**src/rtl/bin2bcd_seq_pkg.sv**
```systemverilog
`default_nettype none
// +----------------------------------------------------------------------+
// | bin2bcd_seq_pkg                                                      |
// | Shared widths and FSM encoding for the sequential binary-to-BCD path.|
// | Revision: 1.0                                                        |
// +----------------------------------------------------------------------+
package bin2bcd_seq_pkg;

  localparam int BIN_W_DEF = 20;
  localparam int DIG_N_DEF = 7;

  // Packed-BCD word width; the display driver sizes its input from this.
  localparam int BCD_W = 4 * DIG_N_DEF;

  typedef enum logic [1:0] {
    IDLE  = 2'd0,
    SHIFT = 2'd1,
    DONE  = 2'd2
  } state_e;

endpackage
`default_nettype wire

```
**src/rtl/bin2bcd_seq_bcd_digit_adj.sv**
```systemverilog
`default_nettype none
// +----------------------------------------------------------------------+
// | bcd_digit_adj                                                        |
// | Per-nibble add-3 correction applied before each double-dabble shift. |
// | Revision: 1.0                                                        |
// +----------------------------------------------------------------------+
module bcd_digit_adj (
  input  logic [3:0] nib_i,
  output logic [3:0] nib_o
);

  assign nib_o = (nib_i >= 4'd5) ? (nib_i + 4'd3) : nib_i;

endmodule
`default_nettype wire

```
**src/rtl/bin2bcd_seq.sv**
```systemverilog
`default_nettype none
// +----------------------------------------------------------------------+
// | bin2bcd_seq                                                          |
// | Shift-and-add-3 converter, one input bit per clock, held BCD result. |
// | Revision: 1.0                                                        |
// +----------------------------------------------------------------------+
module bin2bcd_seq
  import bin2bcd_seq_pkg::*;
#(
  parameter int BIN_W = BIN_W_DEF,
  parameter int DIG_N = DIG_N_DEF
) (
  input  logic               sys_clk,
  input  logic               sys_rst,
  input  logic [BIN_W-1:0]   din,
  input  logic               din_vld,
  output logic               busy,
  output logic [4*DIG_N-1:0] bcd,
  output logic               dout_vld
);

  localparam int ACC_W = 4 * DIG_N;
  localparam int CNT_W = (BIN_W > 1) ? $clog2(BIN_W) : 1;
  localparam logic [CNT_W-1:0] CNT_LAST = CNT_W'(BIN_W - 1);

  state_e             state_q;
  logic [BIN_W-1:0]   sr_q;
  logic [BIN_W-1:0]   sr_d;
  logic [ACC_W-1:0]   acc_q;
  logic [ACC_W-1:0]   acc_adj;
  logic [ACC_W-1:0]   acc_d;
  logic [CNT_W-1:0]   cnt_q;
  logic               busy_q;
  logic               vld_q;
  logic [ACC_W-1:0]   bcd_q;

  for (genvar i = 0; i < DIG_N; i++) begin : g_adj
    bcd_digit_adj u_adj (
      .nib_i (acc_q[4*i +: 4]),
      .nib_o (acc_adj[4*i +: 4])
    );
  end

  // Adjusted accumulator and shift register move left as one long word.
  assign acc_d = {acc_adj[ACC_W-2:0], sr_q[BIN_W-1]};
  assign sr_d  = {sr_q[BIN_W-2:0], 1'b0};

  always_ff @(posedge sys_clk) begin
    if (sys_rst) begin
      state_q <= IDLE;
      sr_q    <= '0;
      acc_q   <= '0;
      cnt_q   <= '0;
      busy_q  <= 1'b0;
      vld_q   <= 1'b0;
      bcd_q   <= '0;
    end else begin
      vld_q <= 1'b0;
      case (state_q)
        IDLE: begin
          if (din_vld) begin
            sr_q    <= din;
            acc_q   <= '0;
            cnt_q   <= '0;
            busy_q  <= 1'b1;
            state_q <= SHIFT;
          end
        end
        SHIFT: begin
          acc_q <= acc_d;
          sr_q  <= sr_d;
          cnt_q <= cnt_q + 1'b1;
          if (cnt_q == CNT_LAST) begin
            state_q <= DONE;
          end
        end
        DONE: begin
          bcd_q   <= acc_q;
          vld_q   <= 1'b1;
          busy_q  <= 1'b0;
          state_q <= IDLE;
        end
        default: begin
          busy_q  <= 1'b0;
          state_q <= IDLE;
        end
      endcase
    end
  end

  assign busy     = busy_q;
  assign bcd      = bcd_q;
  assign dout_vld = vld_q;

endmodule
`default_nettype wire

```
**config.mk**
```make
export PLATFORM = sky130hd
export DESIGN_NAME = bin2bcd_seq
export DESIGN_NICKNAME = d
export VERILOG_FILES = /design/src/rtl/bin2bcd_seq_pkg.sv /design/src/rtl/bin2bcd_seq_bcd_digit_adj.sv /design/src/rtl/bin2bcd_seq.sv
export SDC_FILE = /design/constraint.sdc
export NUM_CORES = 1
export LEC_CHECK = 0
export ABC_AREA = 1
export CORE_ASPECT_RATIO = 1.1
export CORE_MARGIN = 10
export CORE_UTILIZATION = 49
export CTS_CLUSTER_DIAMETER = 80
export DETAILED_ROUTE_END_ITERATION = 8
export PLACE_DENSITY = 0.75
export REMOVE_ABC_BUFFERS = 1
export SYNTH_ARGS = -nofsm -noshare
export SYNTH_HDL_FRONTEND = slang
export SYNTH_SLANG_ARGS = --single-unit
```
**constraint.sdc**
```tcl
create_clock -name sys_clk -period 1.3 [get_ports sys_clk]
set_clock_uncertainty 0.2 [all_clocks]
set_input_delay 0.26 -clock sys_clk [delete_from_list [all_inputs] [get_ports sys_clk]]
set_output_delay 0.26 -clock sys_clk [all_outputs]
set_load 0.005 [all_outputs]
```
Yosys cells after proc, flatten, opt, wreduce, memory -nomap -nowiden
Index checks and enable logic that the tools add are counted.
{ "word_totals": {"register_bits": 85, "latchBits": 0, "ramBits": 0, "rom_bits": 0, "in_bits": 23, "output_inout_bits": 30, "elab_cells": 52, "memories": 0} }
{ "classes": {"n_addsub": 8, "mul": 0, "div": 0, "n_lt_le_gt_ge": 7, "n_eq_ne": 5, "shifts": 0, "muxes": 19, "n_bitwise": 1, "n_reduce_logical": 5} }
{ "ops": {"columns": ["cell", "n"], "rows": [
  ["$pmux W28 S2", 1],
  ["$pmux W20 S2", 1],
  ["$ge A4 B3 Y1 const B", 7],
  ["$mux W28", 1],
  ["$add A4 B2 Y4 const B", 6],
  ["$mux W4", 6],
  ["$mux W20", 1],
  ["$pmux W5 S2", 1],
  ["$reduce_and A2 Y1", 3],
  ["$add A5 B1 Y5 const B", 1],
  ["$eq A5 B5 Y1 const B", 1],
  ["$mux W5", 1],
  ["$mux W2", 2],
  ["$ne A2 B2 Y1 const B", 2],
  ["$pmux W2 S2", 1],
  ["$add A3 B2 Y3 const B", 1],
  ["$mux W3", 1],
  ["$eq A2 B1 Y1 const B", 1],
  ["$eq A2 B2 Y1 const B", 1],
  ["$logic_not A2 Y1", 1],
  ["$mux W1", 2],
  ["$pmux W1 S2", 1],
  ["$reduce_bool A2 Y1", 1],
  ["$not A1 Y1", 1]
]} }

Depth between registers and ports, before layout
Gate-level depths: netlist of run 1.
{ "depth": {"word_depth": 3, "ltp_mapped": 9, "mapped_depth_nobuf": 9} }

Hierarchy
From an unflattened synthesis of run 1, not the netlist that was laid out.
{ "unflattened": {"hier_cells": 627, "area_unflattened_um2": 4300.4} }
{ "by_module_without_submodules": {"columns": ["module", "n_inst", "cells_each", "area_per_inst_um2", "seq_area_each_um2"], "rows": [
  ["bin2bcd_seq", 1, 466, 3354.5, 1701.6],
  ["bcd_digit_adj", 7, 23, 135.1, 0.0]
]} }

Least setup slack after synthesis of run 1
OpenSTA, ideal clock, no wires.
{ "synth_path": {"kind": "flip-flop to flip-flop", "from": "register state_q[1]", "to": "register sr_q[13]", "setup_ns": 0.132, "arrival_time_ns": 1.074, "required_ns": 0.968, "slack_ns": -0.106, "stages_incl_launch_ff": 8, "n_path_buf": 2, "synth_period_minus_slack_ns": 1.406, "cell_sequence": "dfxtp_1 -> inv_2 -> nand2_4 -> inv_1 -> buf_4 -> buf_2 -> a22oi_1 -> a21oi_1"} }
{ "synth_via": {"elab_chain_len": 3, "elab_cells_between_ends": 6, "cone_classes": "2 x eq/ne; 1 x mux; 3 x reduce/logical"} }
{ "synth_rtl": {"columns": ["item", "line", "text"], "rows": [
  ["start, declared", "bin2bcd_seq.sv:26", "state_e state_q;"],
  ["start signal, assigned", "bin2bcd_seq.sv:50", "state_q <= IDLE;"],
  ["start signal, assigned", "bin2bcd_seq.sv:66", "state_q <= SHIFT;"],
  ["start signal, assigned", "bin2bcd_seq.sv:74", "state_q <= DONE;"],
  ["$eq A2 B1 Y1 / $logic_not A2 Y1 (equally long branches)", "bin2bcd_seq.sv:59", "case (state_q)"],
  ["$reduce_bool A2 Y1 (no line) / $ne A2 B2 Y1 (equally long branches)", null, null],
  ["$reduce_and A2 Y1 (no line)", null, null],
  ["end signal, assigned", "bin2bcd_seq.sv:62", "sr_q <= din;"],
  ["end signal, assigned", "bin2bcd_seq.sv:71", "sr_q <= sr_d;"],
  ["end, declared", "bin2bcd_seq.sv:27", "logic [BIN_W-1:0] sr_q;"]
]} }
Several ways; a longest one is shown, not always the timed one.
A chain may end at the register's enable or synchronous reset.

Worst setup path in the final report of run 1
{ "layout_path": {"from": "register acc_q[9]", "to": "register acc_q[9]"} }
{ "layout_via": {"elab_chain_len": 3} }
{ "layout_rtl": {"columns": ["item", "line", "text"], "rows": [
  ["start, declared", "bin2bcd_seq.sv:29", "logic [ACC_W-1:0] acc_q;"],
  ["start signal, assigned", "bin2bcd_seq.sv:52", "acc_q <= '0;"],
  ["start signal, assigned", "bin2bcd_seq.sv:63", "acc_q <= '0;"],
  ["start signal, assigned", "bin2bcd_seq.sv:70", "acc_q <= acc_d;"],
  ["$ge A4 B3 Y1", "bin2bcd_seq_bcd_digit_adj.sv:12", "assign nib_o = (nib_i >= 4'd5) ? (nib_i + 4'd3) : nib_i;"],
  ["$mux W4", "bin2bcd_seq_bcd_digit_adj.sv:12", null],
  ["$pmux W28 S2", "bin2bcd_seq.sv:59", null]
]} }
Every way passes these cells.

==> impl_results.md, run 1 <==
* Status: finished, violations left
* Failing checks: negative setup slack
* Ys flop type: dfxtp_1
* Area occupied by multi-input gates at 2570 um^2
* Filler cells at 387
* HP Start: busy
* WL per Instance at 19.8 um
* Clock tree buffer depth at 2
* Hold Fails Final Rpt at 0
* Max Freq at 677 MHz
* Vias in the first global route at 4,003
* Leakage Power at roughly 2.9 nW
* Worst r2r src: acc_q[9]
* Total GRT Usage at 18.1%
* Grt total ovfl at 0
* Tightest Pin Transition at between 300 and 400 ps
* Commonest cells post-synth: nand2_1, dfxtp_1, a21oi_1, nor2_1, inv_1
* Hold Crit Class: register to register
* Hold depth at 2
* Crit path max fanout at 4
* Placer Congestion at about 0.85
* IO Pins at 53
* Slew headroom at 76.2%
* Crit Path Class: register to register
* First-pass DRT Iterations at 7
* Die Y at around 110 um
* Hold endpoint: busy
* Top area cells in the synthesized netlist: dfxtp_1, nand2_1, a21oi_1
* Detailed Route Iter0 Violations at 336
* Syn Area/Cell at 7.16 um^2
* Layout cells sized above 1 at 51.7%
* CTS tree: yes
* Initial antenna violation count at 0
* Initial Util at between 50 and 60%
* Synth top area share at between 40 and 50%
* FF+latch count, synth at between 80 and 90
* Fin worst setup slack at -177 ps
* Worst Reg2Reg Path Length in Cells at 8
* Final wirelength at 15,400 um
* Setup slack, reg-to-reg at -180 ps
* PwrDens at 876 nW/um^2
* Number of diodes at 0
* Reg clk slew, reported paths at 90 ps
* Post-synth top area cell: dfxtp_1
* CTS buffer count at 9
* Mapped Cells at 541
* HPWL after DPL at 6410 um
* Synth Cell Area at 3870 um^2
* Peak supply drop at 0.000983 V
* Dominant cell by count in the synthesized netlist: nand2_1
* Placed Cells at about 730
* Final Setup Violations at 66
* Synth warn at 0
* RR Endpoint: acc_q[9]
* CP endpoint kind: register
* Die area at roughly 12,000 um^2
* Clk Latency, worst-skew pair at 370 ps
* Row Count at 33
* Sink Count at 85
* Ys async rst share at 0%
* Remaining DRCs at 0
* CTS root buf: clkbuf_8
* Port Buffers at 52
* CORE AREA at 7560 um^2
* First-pass GRT wire length at 18,400 um
* Nets at 705
* Final non-filler cell total at 776
* Largest net degree at the start of global routing at 32
* Critical Path Start Type: register
* Unique cell type count in the Yosys netlist at 21
* Period Utilization, post-route at 114%
* Vias per std cell at 5.87
* Die Wd at between 100 and 150 um
* Post-route ant nets at 0
* Max cap viols at 0
* Slew Limit Fails at 0
* FF+latch area at 1780 um^2
* EDFF count, synth at 0
* Sequential fraction of the synthesis area at 44.0%
* CP arrival at 1580 ps
* RSZ-0062 raised after global routing: yes
* Routed via count at 4,558
* Worst Path Required at 1400 ps
* CTS H-tree depth at 3
* Crit path time final at 1480 ps
* Setup TNS at -3750 ps
* Area growth syn-to-layout at 65.8%
* Hold WS at 248 ps
-- layout make-up --
class                           count  share of cell area (%)
Clock inverter                      4                    1.13
Multi-Input combinational cell    377                    40.1
Timing Repair Buffer              141                    22.3
Inverter                           53                    4.44
Tap cell                          105                    2.05
Clock buffer                       11                    2.20
Sequential cell                    85                    27.8
-- routing by layer --
| metal | share of wire [%] | GRT usage (%) | up-vias |
|---|---|---|---|
| met3 | 8.0 | 4.37 | 91 |
| met1 | 36 | 20.7 | 2136 |
| met4 | 5.9 | 6.32 | 0 |
| met5 | 0 | 0 | - |
| met2 | 50 | 32.3 | 290 |
| li1 | - | - | 2041 |
-- per-stage QoR --
step           worst slack, ps  util (%)  power [mW]  instance area (um^2)
2_1_floorplan             -570         -        2.95                  3740
4_1_cts                  -74.2      72.8        5.30                  5500
6_report                  -177      85.0        5.62                  6420
5_1_grt                   -200      85.0        5.77                  6420
3_3_place_gp              -416      64.6        3.20                  4880
3_5_place_dp              -447      64.6        3.21                  4880
-- power breakdown --
group / internal [mW] / switching, mW
combinational: 0.389 / 0.426
sequential: 2.65 / 0.0470
clock: 1.12 / 0.991
total: 4.16 / 1.46
-- placed cells by master, fill, tap and decap left out, types with 3 or more instances in the layout --
master and n:
nand2_4 18, ha_4 11, buf_6 28, dfxtp_2 46
buf_2 23, nand4_1 15, dfxtp_4 6, nand2_2 31
inv_1 26, nand3_4 9, nand3_1 22, nor2_1 42
inv_4 17, clkbuf_16 7, o21ai_1 9, o21ai_0 10
a21oi_2 15, a22oi_2 3, dfxtp_1 33, o21ai_2 19
nand2_1 82, buf_12 6, nor2_4 4, o211ai_1 7
nor2_2 7, clkbuf_8 10, ha_2 4, inv_2 6
a21oi_1 53, nand3_2 11, clkdlybuf4s50_1 21, buf_4 50
buf_16 3
-- logic make-up (layout without fill, tap and decap cells) --
group | Yosys count | in the layout | synth area share [%]
buf+inv | 79 | 209 | 8.50
compound gates | 118 | 118 | 16.0
simple gates | 244 | 244 | 26.7
fa+ha+maj | 15 | 15 | 4.85
flops | 85 | 85 | 44.0
-- state kept, by name (all words and copies together) (netlist names) --
signal and count:
acc_q 28, bcd 28, busy 1, cnt_q 5
dout_vld 1, sr_q 20, state_q 2
-- critical path, cell delays in order (launching register included) --
cell and delay, ps:
dfxtp_2 370, inv_4 50, ha_4 160, inv_4 50
nand2_4 70, buf_6 130, nand4_1 110, nand3_2 100
a21oi_2 160
-- repair_timing --
item	CTS	global route
gates resized for setup	290	184
gates cloned	5	11
pin swaps	31	72
setup buffers	15	6
setup endpoints to repair	107	84
hold buffers	0	0
-- worst max-delay path by stage --
stage	from	endpoint	slack, ps	cells past startpoint
after floorplan	state_q[1]	cnt_q[3]	-570	6
after global placement	din_vld	sr_q[17]	-420	8
after detailed placement	din_vld	sr_q[17]	-450	8
after CTS	acc_q[9]	acc_q[12]	-70	9
after global routing	state_q[0]	sr_q[17]	-200	8
final	acc_q[9]	acc_q[9]	-180	8
Note: power is estimated with default switching activity, not from simulation.
==> inputs of run 2 (changes only) <==
--- a/config.mk
+++ b/config.mk
@@ -8,11 +8,12 @@
 export ABC_AREA = 1
 export CORE_ASPECT_RATIO = 1.1
 export CORE_MARGIN = 10
-export CORE_UTILIZATION = 49
+export CORE_UTILIZATION = 50
 export CTS_CLUSTER_DIAMETER = 80
 export DETAILED_ROUTE_END_ITERATION = 8
-export PLACE_DENSITY = 0.75
+export PLACE_DENSITY = 0.76
 export REMOVE_ABC_BUFFERS = 1
 export SYNTH_ARGS = -nofsm -noshare
 export SYNTH_HDL_FRONTEND = slang
+export SYNTH_HIERARCHICAL = 1
 export SYNTH_SLANG_ARGS = --single-unit
==> run 2 against run 1 <==
Combinational power shrank 0.6%; die area grew 6.7%; the flow still finishes with violations (negative setup slack); critical path type unchanged; sequential cell count is the same; clock power shrank 13%; sequential power is essentially flat; count of clock-buffer cells in the layout shrank 1; critical path depth shrank 1; via count grew 15%; design area grew 11%; core utilization grew 0.17 points.
==> impl_results.md, run 2 <==
* Vias in the first global route at 4,838 (was 4,003)
* Layout cells sized above 1 at 53.3% (was 51.7%)
* Die area at 12,700 um^2 (was 11,900 um^2)
* Vias per std cell at 6.12 (was 5.87)
* Filler cells at 396 (was 387)
* Row Count at 35 (was 33)
* Crit path max fanout at 4 (unchanged)
* Final non-filler cell total at 854 (was 776)
* Detailed Route Iter0 Violations at 505 (was 336)
* Routed via count at 5,227 (was 4,558)
* CTS H-tree depth at 3 (unchanged)
* WL per Instance at 22.6 um (was 19.8 um)
* Worst Path Required at 1400 ps (about the same)
* Placer Congestion at 0.798 (was 0.849)
* Largest net degree at the start of global routing at 49 (was 32)
* CORE AREA at 8360 um^2 (was 7560 um^2)
* Placed Cells at 796 (was 727)
* IO Pins at 53 (unchanged)
* Status: finished, violations left (unchanged)
* Cell-internal power at 3.87 mW (was 4.16 mW)
* Initial antenna violation count at 0 (unchanged)
* PwrDens at 748 nW/um^2 (was 876 nW/um^2)
* Crit Path Class: register to register (unchanged)
* Initial Util at 51.1% (was 51.2%)
* Final wirelength at 19,300 um (was 15,400 um)
* Sink Count at 85 (unchanged)
* Area growth syn-to-layout at 66.6% (was 65.8%)
* Port Buffers at 52 (unchanged)
* Peak supply drop at 0.000562 V (was 0.000983 V)
* Grt total ovfl at 0 (unchanged)
* Fin worst setup slack at -385 ps (was -177 ps)
* Leakage Power at 3.04 nW (was 2.86 nW)
* Max cap viols at 0 (unchanged)
* Failing checks: negative setup slack (unchanged)
* Reg clk slew, reported paths at 90 ps (about the same)
* Synth warn at 6 (was 0)
* Sw Ratio at 27.3% (was 26.0%)
* Commonest non-fill, non-tap cell in the layout: nor2_1 (was nand2_1)
* CTS Hold Buffers Added at 0 (unchanged)
* Layout Utilization at 85.1% (was 85.0%)
* Critical Path Start Type: register (unchanged)
* RSZ-0062 raised after global routing: yes (unchanged)
* CTS root buf: clkbuf_8 (unchanged)
* Mapped Cells at 622 (was 541)
* Clock tree buffer depth at 2 (unchanged)
* CP endpoint kind: register (unchanged)
* Tightest Pin Transition at 461 ps (was 358 ps)
* Die Wd at 108 um (was 105 um)
* CTS buffer count at 9 (unchanged)
* Setup TNS at -15,540 ps (was -3750 ps)
* Most frequent cells in the layout: nor2_1, nand2_1, nand3_1 (was nand2_1, a21oi_1, buf_4)
* Logic pwr share at 15.2% (was 14.5%)
* Synth Cell Area at 4270 um^2 (was 3870 um^2)
* Syn Area/Cell at 6.87 um^2 (was 7.16 um^2)
* Reg power frac at 50.4% (was 47.9%)
* Remaining DRCs at 0 (unchanged)
* Nets at 779 (was 705)
* Area occupied by multi-input gates at 3200 um^2 (was 2570 um^2)
* First-pass DRT Iterations at 5 (was 7)
* Hold Fails Final Rpt at 0 (unchanged)
* Clk pwr share at 34.4% (was 37.6%)
* Crit path time final at 1690 ps (was 1480 ps)
* Total GRT Usage at 23.2% (was 18.1%)
* Slew headroom at 69.3% (was 76.2%)
* Post-route ant nets at 0 (unchanged)
* Clk Latency, worst-skew pair at 370 ps (about the same)
* Slew Limit Fails at 0 (unchanged)
* FF+latch area at 1790 um^2 (was 1780 um^2)
* Period Utilization, post-route at 130% (was 114%)
* CP arrival at 1780 ps (was 1580 ps)
* Hold Crit Class: register to register (unchanged)
* CTS tree: yes (unchanged)
* First-pass GRT wire length at 23,500 um (was 18,400 um)
* Number of diodes at 0 (unchanged)
* Die Y at 117 um (was 113 um)
* P_sw at 1.45 mW (was 1.46 mW)
* Final Setup Violations at 84 (was 66)
* Hold WS at 301 ps (was 248 ps)
* HPWL after DPL at 6750 um (was 6410 um)
* Max Freq at 593 MHz (was 677 MHz)
-- run 2: cell count changes in the layout (fill, tap and decap cells not counted), sizes merged, moves of 4 or more --
cell	change
buf	-7
o21ai	+12
nor2	+101
nand4	-14
a21oi	-30
o211ai	-7
a22oi	-4
nand3	+20
-- run 2: repair_timing --
item / in CTS / in global routing
setup buffers: 17 / 9
gates resized for setup: 313 / 191
endpoints found under the hold margin: 0 / 0
endpoints found under the setup margin: 111 / 90
gates cloned: 12 / 10
pin swaps: 91 / 85
-- run 2: power by group through the flow --
stage	Clock, mW	Combinational, mW	Sequential, mW
2_1_floorplan	0	0.192	2.73
3_3_place_gp	0	0.426	2.73
3_5_place_dp	0	0.435	2.74
4_1_cts	1.75	0.628	2.66
5_1_grt	1.93	0.842	2.69
6_report	1.83	0.810	2.68
-- run 2: per-stage QoR --
stage | total power, mW | setup slack [ps] | instance area [um^2]
after global routing | 5.46 | -456 | 7120
after floorplan | 2.92 | -655 | 4120
after detailed placement | 3.17 | -373 | 5180
after global placement | 3.16 | -324 | 5180
final | 5.33 | -385 | 7120
after CTS | 5.05 | -122 | 6210
-- run 2: path summary, 6_finish.rpt --
kind,slack (ps),startpoint,depth (start not counted),to
max,-390,acc_q[20],7,acc_q[24]
min,300,bcd[27],2,bcd[27]
max reg2reg,-390,acc_q[20],7,acc_q[24]
min reg2reg,300,bcd[27],2,bcd[27]
-- run 2: cell type report --
class / instances / share of cell area (%)
multi-input combinational: 456 / 44.9
sequential: 85 / 25.1
timing repair buffer: 134 / 22.1
inverter: 55 / 3.50
tap: 111 / 1.95
clock buffer: 10 / 1.79
clock inverter: 3 / 0.562
-- run 2: critical path, cell delays in order, from the launching register on --
cell and delay (ps):
dfxtp_4 390, inv_2 70, ha_4 180, nor2_4 130, nor2_4 80, a21oi_2 230
nand2_2 140, a21oi_2 180
-- run 2: per-layer routing --
metal	track usage, %	part of all wire [%]
met1	23.5	34
met2	41.6	49
met3	6.68	8.7
met4	13.3	8.6
met5	0	0
